[src/rtl/regfile_wr_sched_if.sv]
`default_nettype none
// -----------------------------------------------------------------------------
// regfile_wr_sched_if : writeback request bus + register-file write port | rev 1.0
// -----------------------------------------------------------------------------
interface regfile_wr_sched_if #(
  parameter int DATA_W  = 32,
  parameter int ADDR_W  = 5,
  parameter int NUM_REQ = 3
);
  logic [NUM_REQ-1:0]        req_valid;
  logic [NUM_REQ*ADDR_W-1:0] req_addr;
  logic [NUM_REQ*DATA_W-1:0] req_data;
  logic [NUM_REQ-1:0]        req_ready;
  logic                      wr_en;
  logic [ADDR_W-1:0]         result_addr;
  logic [DATA_W-1:0]         din;
  logic                      init_done;
  logic                      busy;

  modport master (
    output req_valid, req_addr, req_data,
    input  req_ready, wr_en, result_addr, din, init_done, busy
  );

  modport slave (
    input  req_valid, req_addr, req_data,
    output req_ready, wr_en, result_addr, din, init_done, busy
  );
endinterface

`default_nettype wire

[src/rtl/regfile_wr_sched.sv]
`default_nettype none
// -----------------------------------------------------------------------------
// regfile_wr_sched : round-robin register-file write-port scheduler      | rev 1.0
// Optional post-reset zero sweep of registers 1..2**ADDR_W-1: REGFILE_INIT_EN
// -----------------------------------------------------------------------------
module regfile_wr_sched #(
  parameter int DATA_W  = 32,
  parameter int ADDR_W  = 5,
  parameter int NUM_REQ = 3
) (
  input  wire logic         clk,
  input  wire logic         rst,
  regfile_wr_sched_if.slave bus
);

  localparam int               PTR_W    = (NUM_REQ > 1) ? $clog2(NUM_REQ) : 1;
  localparam logic [PTR_W-1:0] LAST_REQ = PTR_W'(NUM_REQ - 1);

  logic [PTR_W-1:0]  rr_ptr;
  logic [PTR_W-1:0]  win;
  logic              found;
  logic [ADDR_W-1:0] win_addr;
  logic [DATA_W-1:0] win_data;
  logic [PTR_W-1:0]  next_ptr;
  logic              arb_active;

`ifdef REGFILE_INIT_EN
  typedef enum logic [0:0] {
    ST_INIT = 1'b0,
    ST_ARB  = 1'b1
  } state_t;

  state_t            state;
  logic [ADDR_W-1:0] cnt;

  assign arb_active    = (state == ST_ARB);
  assign bus.init_done = (state == ST_ARB);
`else
  assign arb_active    = 1'b1;
  assign bus.init_done = 1'b1;
`endif

  // Two passes give the first valid at or above rr_ptr, then wrap to the bottom.
  always_comb begin
    found    = 1'b0;
    win      = '0;
    win_addr = '0;
    win_data = '0;
    for (int i = 0; i < NUM_REQ; i++) begin
      if (!found && bus.req_valid[i] && (i >= int'(rr_ptr))) begin
        found    = 1'b1;
        win      = PTR_W'(i);
        win_addr = bus.req_addr[i*ADDR_W +: ADDR_W];
        win_data = bus.req_data[i*DATA_W +: DATA_W];
      end
    end
    for (int i = 0; i < NUM_REQ; i++) begin
      if (!found && bus.req_valid[i] && (i < int'(rr_ptr))) begin
        found    = 1'b1;
        win      = PTR_W'(i);
        win_addr = bus.req_addr[i*ADDR_W +: ADDR_W];
        win_data = bus.req_data[i*DATA_W +: DATA_W];
      end
    end
  end

  assign next_ptr = (win == LAST_REQ) ? '0 : win + 1'b1;

  // Reset gates ready so no grant is ever visible while reset is held.
  assign bus.req_ready = (found && arb_active && rst) ? (NUM_REQ'(1) << win) : '0;
  assign bus.busy      = bus.wr_en;

  always_ff @(posedge clk or negedge rst) begin
    if (!rst) begin
      bus.wr_en       <= 1'b0;
      bus.result_addr <= '0;
      bus.din         <= '0;
      rr_ptr          <= '0;
`ifdef REGFILE_INIT_EN
      state           <= ST_INIT;
      cnt             <= ADDR_W'(1);
`endif
    end else begin
`ifdef REGFILE_INIT_EN
      case (state)
        ST_INIT: begin
          bus.wr_en       <= 1'b1;
          bus.result_addr <= cnt;
          bus.din         <= '0;
          if (cnt == '1) begin
            state <= ST_ARB;
          end else begin
            cnt <= cnt + 1'b1;
          end
        end
        default: begin
          bus.wr_en <= found && (win_addr != '0);
          if (found) begin
            bus.result_addr <= win_addr;
            bus.din         <= win_data;
            rr_ptr          <= next_ptr;
          end
        end
      endcase
`else
      // Address-0 transfers are accepted and loaded, but never enabled.
      bus.wr_en <= found && (win_addr != '0);
      if (found) begin
        bus.result_addr <= win_addr;
        bus.din         <= win_data;
        rr_ptr          <= next_ptr;
      end
`endif
    end
  end

endmodule

`default_nettype wire

[src/flat_wrapper.sv]
// flat-port wrapper written by rule: the top's interface ports become plain ports
module regfile_wr_sched_flat 
#(
  parameter int DATA_W  = 32,
  parameter int ADDR_W  = 5,
  parameter int NUM_REQ = 3
)
  (clk, rst, bus_req_valid, bus_req_addr, bus_req_data, bus_req_ready, bus_wr_en, bus_result_addr, bus_din, bus_init_done, bus_busy);
  regfile_wr_sched_if #(.DATA_W(DATA_W), .ADDR_W(ADDR_W), .NUM_REQ(NUM_REQ)) bus_i ();
  input  wire logic clk;
  input  wire logic rst;
  input wire logic [$bits(bus_i.req_valid)-1:0] bus_req_valid;
  input wire logic [$bits(bus_i.req_addr)-1:0] bus_req_addr;
  input wire logic [$bits(bus_i.req_data)-1:0] bus_req_data;
  output wire logic [$bits(bus_i.req_ready)-1:0] bus_req_ready;
  output wire logic [$bits(bus_i.wr_en)-1:0] bus_wr_en;
  output wire logic [$bits(bus_i.result_addr)-1:0] bus_result_addr;
  output wire logic [$bits(bus_i.din)-1:0] bus_din;
  output wire logic [$bits(bus_i.init_done)-1:0] bus_init_done;
  output wire logic [$bits(bus_i.busy)-1:0] bus_busy;
  assign bus_i.req_valid = bus_req_valid;
  assign bus_i.req_addr = bus_req_addr;
  assign bus_i.req_data = bus_req_data;
  assign bus_req_ready = bus_i.req_ready;
  assign bus_wr_en = bus_i.wr_en;
  assign bus_result_addr = bus_i.result_addr;
  assign bus_din = bus_i.din;
  assign bus_init_done = bus_i.init_done;
  assign bus_busy = bus_i.busy;
  regfile_wr_sched #(.DATA_W(DATA_W), .ADDR_W(ADDR_W), .NUM_REQ(NUM_REQ)) u_core (.clk(clk), .rst(rst), .bus(bus_i));
endmodule
[config.mk]
export PLATFORM = sky130hd
export DESIGN_NAME = regfile_wr_sched_flat
export DESIGN_NICKNAME = d
export VERILOG_FILES = /design/src/rtl/regfile_wr_sched_if.sv /design/src/rtl/regfile_wr_sched.sv /design/src/flat_wrapper.sv
export SDC_FILE = /design/constraint.sdc
export NUM_CORES = 1
export LEC_CHECK = 0
export CAP_MARGIN = 5
export CORE_MARGIN = 2
export CORE_UTILIZATION = 35
export CTS_CLUSTER_DIAMETER = 120
export DETAILED_ROUTE_END_ITERATION = 16
export PLACE_DENSITY_LB_ADDON = 0.05
export RECOVER_POWER = 100
export SYNTH_ARGS = -nofsm -noshare
export SYNTH_HDL_FRONTEND = slang
export SYNTH_SLANG_ARGS = --single-unit
[constraint.sdc]
create_clock -name clk -period 1.7 [get_ports clk]
set_clock_uncertainty 0.2 [all_clocks]
set_input_delay 0.34 -clock clk [delete_from_list [all_inputs] [get_ports clk]]
set_output_delay 0.34 -clock clk [all_outputs]
set_load 0.01 [all_outputs]
# Word level (Yosys, flattened, before mapping)
# Cells that the tools add are included.
[totals] input_bits=116 rom_bits=0 regBits=40 memories=0 out_inout_bits=43 elab_cells=57 mem_bits_rw=0 latchBits=0
[classes] n_lt_le_gt_ge=6 bitwise_logic=0 mux=25 n_eq_ne=1 add_sub_neg=1 shift=1 n_div=0 mul=0 n_reduce_logical=19
[op_table] operator="two-way mux 32 bit" count=6
[op_table] operator="two-way mux 5 bit" count=6
[op_table] operator="logical AND 1 bit" count=13
[op_table] operator="two-way mux 2 bit" count=5
[op_table] operator="two-way mux 1 bit" count=7
[op_table] operator="zero test 1 bit" count=5
[op_table] operator="nonzero test 5 bit" count=1
[op_table] operator="greater-or-equal comparator 1 x 2 -> 1 bit (first input constant)" count=2
[op_table] operator="< comparator 1 x 2 -> 1 bit (first input constant)" count=2
[op_table] operator="two-way mux 3 bit" count=1
[op_table] operator="<< shifter 1 x 2 -> 3 bit (first input constant)" count=1
[op_table] operator="adder 2 x 1 -> 2 bit (second input constant)" count=1
[op_table] operator="== test 2 bit (second input constant)" count=1
[op_table] operator="greater-or-equal comparator 2 bit (first input constant)" count=1
[op_table] operator="< comparator 2 bit (first input constant)" count=1

# Depth between registers and ports, before layout
[logic_depth] word_depth=25 mapped_depth=7 ltp_nobuf=5

# Least setup slack after synthesis
# Ideal clock, no wire load.
[synth_path] path_type="register to output" from="register u_core.rr_ptr[1]" to="output port bus_req_ready[1]" path_buffers=2 stages_incl_launch_ff=6 arrival_time_ns=1.392 path_slack_ns=-0.232 path_cell_list="dfrtp_1 -> buf_6 -> nor2b_2 -> o211a_2 -> clkbuf_1 -> and2_1"
[synth_between] elab_chain_cells=25 word_cells_on_any_way=36 cone_classes="order compare: 6; shift: 1; mux: 12; reduce/logical: 17"
[synth_rtl] item="start, declared" line_no="regfile_wr_sched.sv:19" text="logic [PTR_W-1:0] rr_ptr;"
[synth_rtl] item="start signal, assigned" line_no="regfile_wr_sched.sv:111" text="rr_ptr <= next_ptr;"
[synth_rtl] item="greater-or-equal comparator 1 x 2 -> 1 bit" line_no="regfile_wr_sched.sv:50" text="if (!found && bus.req_valid[i] && (i >= int'(rr_ptr))) begin"
[synth_rtl] item="logical AND 1 bit" line_no="regfile_wr_sched.sv:50"
[synth_rtl] item="two-way mux 1 bit" line_no="regfile_wr_sched.sv:50"
[synth_rtl] item="zero test 1 bit" line_no="regfile_wr_sched.sv:50"
[synth_rtl] item="logical AND 1 bit (2 in series)" line_no="regfile_wr_sched.sv:50"
[synth_rtl] item="two-way mux 1 bit" line_no="regfile_wr_sched.sv:50"
[synth_rtl] item="zero test 1 bit" line_no="regfile_wr_sched.sv:50"
[synth_rtl] item="logical AND 1 bit (2 in series)" line_no="regfile_wr_sched.sv:50"
[synth_rtl] item="(+5 left out)"
[synth_rtl] item="zero test 1 bit" line_no="regfile_wr_sched.sv:58" text="if (!found && bus.req_valid[i] && (i < int'(rr_ptr))) begin"
[synth_rtl] item="logical AND 1 bit (2 in series)" line_no="regfile_wr_sched.sv:58"
[synth_rtl] item="two-way mux 1 bit" line_no="regfile_wr_sched.sv:58"
[synth_rtl] item="zero test 1 bit" line_no="regfile_wr_sched.sv:58"
[synth_rtl] item="logical AND 1 bit (2 in series)" line_no="regfile_wr_sched.sv:58"
[synth_rtl] item="two-way mux 2 bit / two-way mux 1 bit (equally long branches)" line_no="regfile_wr_sched.sv:58"
[synth_rtl] item="<< shifter 1 x 2 -> 3 bit / logical AND 1 bit (equally long branches)" line_no="regfile_wr_sched.sv:70" text="assign bus.req_ready = (found && arb_active && rst) ? (NUM_REQ'(1) << win) : '0;"
[synth_rtl] item="two-way mux 3 bit *" line_no="regfile_wr_sched.sv:70"
[synth_rtl] item="end, declared" line_no="flat_wrapper.sv:15" text="output wire logic [$bits(bus_i.req_ready)-1:0] bus_req_ready;"
# Mark *: on every way between the ends. The rest lies on a longest branch, timed or not.

# Final worst setup path
[layout_path] from="register u_core.rr_ptr[1]" to="output port bus_req_ready[2]"
# The elaborated chain is that of the path after synthesis.

==> flow_metrics.tcl <==
set metrics [dict create \
    grt_usage_pct 25.7 \
    synth_cell_types 43 \
    fin_crit_ps 2090 \
    required_ps 1160 \
    layout.cells.non_filler 638 \
    coreArea_mm2 0.00769 \
    grt_pass1_wl_um 17500 \
    drive_gt1_share_pct 23.5 \
    critical_path_class "reg -> out" \
    ant_nets 0 \
    worstSetupEndpoint "bus_req_ready[2]" \
    power.share.clock_pct 22.9 \
    postRouteWirelength_um 11400 \
    p_int_mw 2.45 \
    io_buffers 157 \
    startpoint_type "flop" \
    yosys.area.top_type "dfrtp_1" \
    place_congestion 0.937 \
    drt-initial-drc-count 211 \
    timing.rr.end "u_core.bus.busy" \
    vdd_drop_max_mv 0.419 \
    outcome "finished, violations left" \
    synthArstFlopShare_pct 100 \
    violations "setup timing" \
    cpPeakStageDelay_ps 490 \
    cts_buffer_depth 2 \
    num_vias 3571 \
    p_seq_share_pct 33.3 \
    dp_hpwl_um 7970 \
    p_leak_nw 2.27 \
    syn_nets 452 \
    dp.cells 613 \
    root_buffer "clkbuf_8" \
    period_share_pct 123 \
    grt_max_degree 24 \
    setup_tns_ps -8130 \
    cts_max_level 2 \
    gr-total-overflow 0 \
    holdWs_ps 279 \
    reg2reg_depth 6 \
    yosysMostFrequentCell "nand2_1" \
    antenna_found_initial 0 \
    place_worst_setup_slack_ps -823 \
    synth.avg_cell_area_um2 8.20 \
    clk_pin_slew_ps 90 \
    fp.dieW_um 92.7 \
    die_area_mm2 0.00860 \
    worst_pin_slew_ps 523 \
    ys_seq_area_share_pct 36.3 \
    firstDrtPassIters 7 \
    rows 32 \
    grt_pass1_vias 3456 \
    cts_tree "built" \
    cts_buffers 5 \
    total_power_mw 3.68 \
    yosys_warnings 0 \
    synthTopCellsByArea "dfrtp_1 (36%), a21oi_1 (8.2%), nand2_1 (7.5%), a222oi_1 (6.9%), a2bb2oi_1 (4.1%)" \
    synth_edf_count 0 \
    p_switching_mw 1.23 \
    ys_ff_latch 40 \
    synth_ff_type "dfrtp_1" \
    final_hold_viol_count 0 \
    netlist.area_leader.share_pct 36.3 \
    max_freq_mhz 479 \
    syn_to_final_growth_pct 90.2 \
    rsz0062_at_grt "yes" \
    p_per_area_mw_per_mm2 702 \
    netlist_area_mm2 0.00276 \
    worstSetupStartpoint "u_core.rr_ptr[1]" \
    cp_max_fo 6 \
    holdCritPathClass "reg -> reg" \
    syn_inst 336 \
    switching_share_pct 33.4 \
    finalWorstSetupSlack_ps -389 \
    p_comb_share_pct 43.9 \
    drc 0 \
    clock_sinks 40 \
    synth_common_cells "nand2_1 (55), a21oi_1 (45), dfrtp_1 (40), a222oi_1 (19), o21ai_0 (15)" \
    end_kind "primary output" \
    start_util_pct 35.9 \
    drt-vias-per-instance 5.60 \
    maxCapViolCount 0 \
    cp_cell_sequence "nor2b_4 -> o211ai_1 -> nand2_1 -> and2_4 -> buf_6" \
    critPathSlowestCell "dfrtp_2" \
    routedWlPerCell_um 17.9 \
    r2r_start "u_core.rr_ptr[1]" \
    io_pins 159 \
    cp_data_arrival_time_ps 1550 \
    r2r_setup_slack_ps -390 \
    setup_viol_count_final 42 \
    antenna_cells 0 \
    die_h_um 92.7 \
    maxSlewHeadroom_pct 65.2 \
    clk_latency_ps 310 \
    slew_viol_final 0 \
    final_nets 651 \
]
[cells in the final DEF (no fill, tap or decap), types with 2 or more instances in the layout]
cell type	count
and2_4	3
o22a_1	5
buf_4	48
clkbuf_16	2
o22ai_1	12
a222oi_1	19
a211o_1	2
o21ai_0	13
clkdlybuf4s50_1	111
a311oi_1	10
nor2b_1	2
nand2b_4	2
a311oi_2	2
nor2_1	3
buf_12	6
clkbuf_1	4
dfrtp_1	38
a21oi_4	3
buf_6	9
nand4_1	3
inv_2	2
a2bb2oi_2	6
clkbuf_8	5
nand2_1	55
a21oi_2	12
o211a_4	2
a21boi_1	4
a21o_1	3
a21boi_2	2
nand3_1	12
inv_1	13
a21oi_1	30
a22o_1	2
dlygate4sd2_1	42
dfrtp_2	2
a2bb2oi_1	7
o21ai_1	13
a22oi_2	4
[power groups by stage]
stage / registers, mW / logic [mW] / clock network (mW)
after floorplan: 1.31 / 0.572 / 0
after global placement: 1.23 / 1.51 / 0
after detailed placement: 1.24 / 1.53 / 0
after CTS: 1.22 / 1.52 / 0.854
after global routing: 1.25 / 1.74 / 0.879
final: 1.22 / 1.61 / 0.842
[state kept, by name, summed over array words and instances, names as in the netlist]
register,count
u_core.bus.busy,1
u_core.rr_ptr,2
u_core.bus.result_addr,5
u_core.bus.din,32
[metrics by stage]
stage	area, um^2	util [%]
4_1_cts	4990	64.9
3_3_place_gp	4730	61.6
2_1_floorplan	2830	-
5_1_grt	5240	68.2
6_report	5240	68.2
3_5_place_dp	4730	61.6
[critical path: cells and delay by family, from the launching register on]
kind                   cells  cell delay (ps)
flip-flops                 1              490
AO/OA/AOI/OAI              1              240
buffers and inverters      1              110
AND/OR/NAND/NOR            3              390
[layer usage]
layer / vias to the layer above / global-route usage (%) / wire [um]
met5: - / 0 / 0
met2: 188 / 44.7 / 5710
met1: 1682 / 32.4 / 4610
met4: 0 / 9.31 / 214
met3: 15 / 3.91 / 884
li1: 1686 / - / -
[repair_timing]
item	CTS	global route
buffers inserted	15	8
resized for setup	73	49
hold endpoints to repair	40	0
hold buffers	1	0
pin swaps	35	29
cloned	2	2
endpoints found under the setup margin	81	41
[cell type report]
class,count,area [um^2]
clock inverters,3,46.3
inverters,15,56.3
multi-input cells,247,1760
flip-flops and latches,40,1000
repair buffers,226,2180
clock buffers,5,68.8
well taps,102,128
fillers,661,2440
[cells by family (layout without fill, tap and decap cells)]
family,Yosys count,after routing,share of synthesized area [%]
xor gates and xnor gates,1,1,0.318
other,1,1,0.136
DFF,40,40,36.3
buffers and inverters,49,249,8.99
AOI/OAI and AO/OA,157,157,39.4
and+or+nand+nor,88,88,14.9
[how the worst min path moves through the flow]
stage,end,startpoint,depth (start not counted),slack [ps]
floorplan,u_core.bus.busy,rst,0,-160
global placement,u_core.bus.din[13],rst,2,130
detailed placement,u_core.bus.din[7],rst,2,140
CTS,u_core.bus.result_addr[1],u_core.bus.result_addr[1],2,280
global route,u_core.bus.result_addr[1],u_core.bus.result_addr[1],2,300
finish,u_core.bus.result_addr[1],u_core.bus.result_addr[1],2,280
(Power assumes the default switching activity.)
